==> config.mk <==
export PLATFORM = sky130hd
export DESIGN_NAME = pipe_ctrl
export DESIGN_NICKNAME = d
export VERILOG_FILES = /design/src/rtl/pipe_ctrl.sv
export SDC_FILE = /design/constraint.sdc
export NUM_CORES = 1
export LEC_CHECK = 0
export ABC_CLOCK_PERIOD_IN_PS = 4100
export CAP_MARGIN = 20
export CORE_MARGIN = 5
export CORE_UTILIZATION = 25
export DETAILED_ROUTE_END_ITERATION = 8
export GPL_TIMING_DRIVEN = 0
export PLACE_DENSITY = 0.46
export SYNTH_ARGS = -nofsm -noshare
export SYNTH_HDL_FRONTEND = slang
export SYNTH_SLANG_ARGS = --single-unit
==> constraint.sdc <==
create_clock -name clk -period 4.1 [get_ports clk]
set_clock_uncertainty 0.05 [all_clocks]
set_input_delay 0.82 -clock clk [delete_from_list [all_inputs] [get_ports clk]]
set_output_delay 0.82 -clock clk [all_outputs]
set_load 0.01 [all_outputs]
==> src/rtl/pipe_ctrl.sv <==
// Pipeline stall/flush controller: arbitrates the shared SRAM bus between fetch
// and MEM-stage accesses, builds the per-stage stall vector and defers flushes.
//
// state    | meaning
// ---------+----------------------------------------------------------
// IDLE     | bus free; arbitrate mem_req over if_req
// MEM_BUSY | bus owned by MEM stage; wait_cnt counts down to done
// IF_BUSY  | bus owned by fetch; wait_cnt counts down to done
module pipe_ctrl #(
   parameter int WAIT_CYCLES = 2,
   parameter int CNT_W       = 32
) (
   input  logic             clk,
   input  logic             rst,
   input  logic             if_req,
   input  logic             mem_req,
   input  logic             stallreq_id,
   input  logic             stallreq_ex,
   input  logic             flush_req,
   output logic             if_grant,
   output logic             mem_grant,
   output logic             if_done,
   output logic             mem_done,
   output logic [5:0]       stall,
   output logic             flush,
   output logic [CNT_W-1:0] stall_cnt
);

   localparam int WCNT_W = $clog2(WAIT_CYCLES + 1);
   localparam logic [WCNT_W-1:0] WAIT_LOAD = WCNT_W'(WAIT_CYCLES - 1);

   typedef enum logic [1:0] {
      IDLE     = 2'd0,
      MEM_BUSY = 2'd1,
      IF_BUSY  = 2'd2
   } state_t;

   state_t            state, state_nxt;
   logic [WCNT_W-1:0] wait_cnt, wait_cnt_nxt;
   logic              flush_pend, flush_pend_nxt;
   logic              mem_pend, if_pend;
   logic              term_cnt;

   assign term_cnt = (wait_cnt == '0);

   always_ff @(posedge clk) begin
      if (rst) begin
         state      <= IDLE;
         wait_cnt   <= '0;
         flush_pend <= 1'b0;
         stall_cnt  <= '0;
      end else begin
         state      <= state_nxt;
         wait_cnt   <= wait_cnt_nxt;
         flush_pend <= flush_pend_nxt;
         if ((stall != 6'b000000) && (stall_cnt != '1)) begin
            stall_cnt <= stall_cnt + 1'b1;
         end
      end
   end

   always_comb begin
      state_nxt      = state;
      wait_cnt_nxt   = wait_cnt;
      flush_pend_nxt = flush_pend;
      if_grant       = 1'b0;
      mem_grant      = 1'b0;
      if_done        = 1'b0;
      mem_done       = 1'b0;
      mem_pend       = 1'b0;
      if_pend        = 1'b0;
      flush          = 1'b0;
      stall          = 6'b000000;

      case (state)
         IDLE: begin
            if (mem_req) begin
               mem_pend     = 1'b1;
               state_nxt    = MEM_BUSY;
               wait_cnt_nxt = WAIT_LOAD;
            end else if (if_req) begin
               if_pend      = 1'b1;
               state_nxt    = IF_BUSY;
               wait_cnt_nxt = WAIT_LOAD;
            end
         end
         MEM_BUSY: begin
            mem_grant = 1'b1;
            if (term_cnt) begin
               mem_done  = 1'b1;
               state_nxt = IDLE;
            end else begin
               mem_pend     = 1'b1;
               wait_cnt_nxt = wait_cnt - 1'b1;
            end
         end
         IF_BUSY: begin
            if_grant = 1'b1;
            if (term_cnt) begin
               if_done   = 1'b1;
               state_nxt = IDLE;
            end else begin
               if_pend      = 1'b1;
               wait_cnt_nxt = wait_cnt - 1'b1;
            end
         end
         default: begin
            state_nxt    = IDLE;
            wait_cnt_nxt = '0;
         end
      endcase

      // A deferred flush waits out the done cycle so the load/store retires first.
      if (!mem_pend) begin
         flush = flush_req || (flush_pend && !mem_done);
      end

      if (flush) begin
         flush_pend_nxt = 1'b0;
      end else if (flush_req && mem_pend) begin
         flush_pend_nxt = 1'b1;
      end

      if (mem_pend) begin
         stall = 6'b011111;
      end else if (stallreq_ex) begin
         stall = 6'b001111;
      end else if (stallreq_id && !flush) begin
         stall = 6'b000111;
      end else if (if_pend && !flush) begin
         stall = 6'b000011;
      end
   end

endmodule

After elaboration in Yosys (flattened, before gate mapping)
Index checks and enable logic that the tools add are counted.
Widths: inputs -> output; s select.
{ "op_classes": {"add_sub_neg": 2, "n_eq_ne": 6, "mux": 24, "reduce_logical": 15} }
{ "ops": {"columns": ["op", "n"], "rows": [
  ["$add 32x1->32 const B", 1],
  ["$ne 32x32->1 const B", 1],
  ["$mux 2", 7],
  ["$mux 1", 10],
  ["$pmux 2 s2", 2],
  ["$reduce_bool 6->1", 1],
  ["$logic_and 1x1->1", 5],
  ["$mux 5", 1],
  ["$logic_not 2->1", 2],
  ["$mux 4", 1],
  ["$pmux 1 s2", 2],
  ["$reduce_and 2->1", 2],
  ["$reduce_or 2->1", 2],
  ["$mux 3", 1],
  ["$ne 3x3->1 const B", 1],
  ["$eq 2x1->1 const B", 1],
  ["$eq 2x2->1 const B", 1],
  ["$logic_not 1->1", 2],
  ["$ne 2x1->1 const B", 1],
  ["$ne 2x2->1 const B", 1],
  ["$sub 2x1->2 const B", 1],
  ["$logic_or 1x1->1", 1]
]} }
{ "totals": {"reg_bits": 37, "inputBits": 7, "output_inout_bits": 43, "word_cells": 51} }

Depth between registers and ports, before layout
{ "depth": {"ltp_word": 15, "mapped_depth": 9, "ltp_nobuf": 8} }

Worst setup path before layout
OpenSTA, ideal clock, no wires.
{ "synth_timing": {"path_type": "input -> output", "from": "input mem_req", "to": "output stall[1]", "arrival_ps": 1980, "setup_slack_ps": 1250, "cell_stages": 6, "cell_sequence": "o211ai_1 -> nand3b_1 -> nor2_1 -> buf_2 -> inv_1 -> buf_4"} }
{ "synth_via": {"elab_chain_cells": 9, "word_cells_on_any_way": 12, "cone_classes": "mux (9); reduce/logical (3)"} }
{ "synth_lines": {"columns": ["element", "line_no", "source"], "rows": [
  ["start: declaration", "16", "input logic mem_req,"],
  ["$mux 1", "77", "if (mem_req) begin"],
  ["$pmux 1 s2", "75", "case (state)"],
  ["$mux 1", "114", "if (!mem_pend) begin"],
  ["$logic_not 1->1", "128, 130", null],
  ["$logic_and 1x1->1", "130", "end else if (if_pend && !flush) begin"],
  ["$mux 2", "130", null],
  ["$mux 3", "128", "end else if (stallreq_id && !flush) begin"],
  ["$mux 4", "126", "end else if (stallreq_ex) begin"],
  ["$mux 5 *", "124", "if (mem_pend) begin"],
  ["end: declaration", "24", "output logic [5:0] stall,"]
]} }
Mark *: on every way between the ends. The rest lies on a longest branch, timed or not.

Worst setup path in the final report
Ends and elaborated chain as after synthesis.

==> results_dict.tcl <==
set metrics [dict create \
    status "finished, final reports clean" \
    grtUsageTotal_pct 11.6 \
    clkSlewWorstSetupHoldPaths_ns 0.08 \
    hp-class "flop to flop" \
    finalSetupViolations 0 \
    max_freq_mhz 258 \
    die_y_um 102 \
    antenna_found_initial 0 \
    pwr-share-comb_pct 23.8 \
    fin_crit_sh_pct 94.6 \
    ir_worst_vdd_mv 0.115 \
    viasPerCell 5.02 \
    grt_pass1_vias 1977 \
    yosys_warnings 0 \
    initial_utilization_pct 25.7 \
    clock_path_buffers 2 \
    rows 33 \
    final_nets 329 \
    path_class "input port to output pin" \
    maxCapViolCount 0 \
    drc_errors 0 \
    p_int_mw 0.605 \
    async_flop_share_pct 0 \
    cp_max_fo 10 \
    synth_cells 256 \
    synth_enable_flop_cells 0 \
    timing.setup.tns_ns 0 \
    synthToLayoutAreaGrowth_pct 34.1 \
    switching_share_pct 28.8 \
    tritoncts "built" \
    synth_adder_area_share_pct 4.72 \
    synth_top_family_by_area "simple AND/OR/NAND/NOR gates" \
    cts_inserted_buffers 5 \
    hold_buffers 0 \
    numPortBuffers 48 \
    cts-root-buf "clkbuf_8" \
    critical_path_arrival_ns 3.01 \
    drv_slew 0 \
    synthSimpleGateAreaFrac_pct 30.7 \
    wl_per_cell_um 14.4 \
    worst_pin_slew_ns 0.869 \
    p_leak_nw 0.885 \
    ys.flop_type "dfxtp_1" \
    num_vias 2104 \
    ys_seq_area_share_pct 34.9 \
    synth.avg_cell_area_um2 8.28 \
    insertion_delay_ns 0.29 \
    crit_required_ns 3.23 \
    max-slew-margin-rel_pct 41.6 \
    drt_iter0_drc 88 \
    grt_max_degree 11 \
    synth_nets 271 \
    powerDensity_mw_per_mm2 299 \
    synth.area.mux_share_pct 1.59 \
    grt_overflow_total 0 \
    synth_xor_area_share_pct 0 \
    cts_sinks 37 \
    drive_gt1_share_pct 8.92 \
    start_kind "input port" \
    grt_pass1_wl_um 9720 \
    rsz0062_at_grt "false" \
    p_clk_share_pct 31.2 \
    end_kind "output pin" \
    die_x_um 102 \
    pwr-share-seq_pct 45.0 \
    gp_congestion 0.737 \
    synth_compound_area_share_pct 23.1 \
    num_antenna_cells 0 \
    yosysUniqueCellTypes 44 \
    fin_cells 419 \
    coreArea_mm2 0.00826 \
    netlist_area_mm2 0.00212 \
    period_minus_slack_ns 3.88 \
    ys_ff_latch 37 \
    wl_um 6030 \
    final_antenna_net_count 0 \
    dp.cells 409 \
    num_io_pins 50 \
    fin_total_pwr_mw 0.849 \
    p_switching_mw 0.244 \
    cts_max_level 2 \
    dr.pass1.iters 4 \
    hold_viol_final 0 \
    place_hpwl_um 4380 \
    dieArea_mm2 0.0104 \
]
[flip-flops by register name, indices dropped and copies added (netlist names)]
| signal | flops |
|---|---|
| flush_pend | 1 |
| stall_cnt | 32 |
| state | 2 |
| wait_cnt | 2 |
[worst max-delay path, stage by stage]
cell and delay (ns):
clkdlybuf4s50_1 0.49, nand3b_4 0.20, a311oi_4 0.38, nor2_2 0.13, buf_2 0.21, inv_1 0.13, buf_4 0.12, clkdlybuf4s50_1 0.52
[worst paths after layout]
path	start	to	slack (ns)	depth (start not counted)
max	mem_req	stall[1]	0.22	8
min	wait_cnt[1]	wait_cnt[1]	0.40	2
max reg2reg	state[1]	stall_cnt[22]	1.47	10
min reg2reg	wait_cnt[1]	wait_cnt[1]	0.40	2
[placed cells by master (no fill, tap or decap), drive strengths merged, types with 3 or more instances in the layout]
master	netlist	layout
a21oi	32	32
and4	5	5
buf	8	11
clkbuf	5	12
clkdlybuf4s50	0	48
dfxtp	37	37
ha	8	8
inv	8	8
mux2	3	3
nand2	21	21
nand2b	5	5
nand3	8	8
nand3b	3	3
nand4	4	4
nor2	13	13
nor2b	3	3
nor3	8	8
o211ai	4	4
o21ai	18	18
o31ai	17	17
or3	12	12
or4	17	17
[power groups by stage]
stage / Clock, mW / Sequential (mW) / Combinational (mW)
after global routing: 0.292 / 0.384 / 0.224
after CTS: 0.277 / 0.382 / 0.198
final: 0.265 / 0.382 / 0.202
after global placement: 0 / 0.390 / 0.199
after detailed placement: 0 / 0.390 / 0.195
after floorplan: 0 / 0.390 / 0.117
[per-layer routing]
metal,vias to the layer above,routed length (um),track usage (%)
li1,1078,-,-
met1,977,3000,16.1
met2,43,2630,17.4
met3,6,341,3.62
met4,0,62,3.33
met5,-,0,0
[cell usage after synthesis (4+ instances only)]
library cell	number	area (um^2)
nor3_1	6	30.0
ha_1	8	100
inv_1	8	30.0
dfxtp_1	37	741
or4_1	17	128
clkbuf_1	5	18.8
nand2_1	21	78.8
nand4_1	4	25.0
buf_4	5	37.5
nor2_1	13	48.8
a21oi_1	32	160
o31ai_1	17	128
o21ai_0	17	85.1
or3_1	12	75.1
nand2b_1	4	25.0
and4_1	5	43.8
nand3_1	8	40.0
[cell type report]
type / count / area, um^2
buffer: 13 / 70.1
timing repair buffer: 51 / 503
sequential: 37 / 741
tap: 105 / 131
clock buffer: 7 / 86.3
multi-input combinational: 198 / 1280
inverter: 8 / 30.0
fill: 901 / 5410
[through the flow]
stage	cell area [um^2]	hold slack [ns]	utilization, %	setup WS (ns)
CTS	2820	0.407	34.2	0.00198
floorplan	2120	0.382	-	1.25
finish	2840	0.404	34.4	0.223
detailed placement	2730	0.396	33.1	-0.0658
global route	2840	0.444	34.4	0.116
global placement	2730	0.394	33.1	-0.108
[kinds of logic after synthesis]
group / after synthesis
other cells: 1
compound gates: 78
buf+inv: 21
flops: 37
simple gates: 108
mux: 3
fa+ha+maj: 8
[timing repair]
item                                    4_1_cts  5_1_grt
resized for setup                             1        0
hold endpoints to repair                      0        0
pin swaps                                     0        2
endpoints found under the setup margin        1        2
buffers inserted                              0        3
No activity file was read; power rests on OpenSTA's default activity.
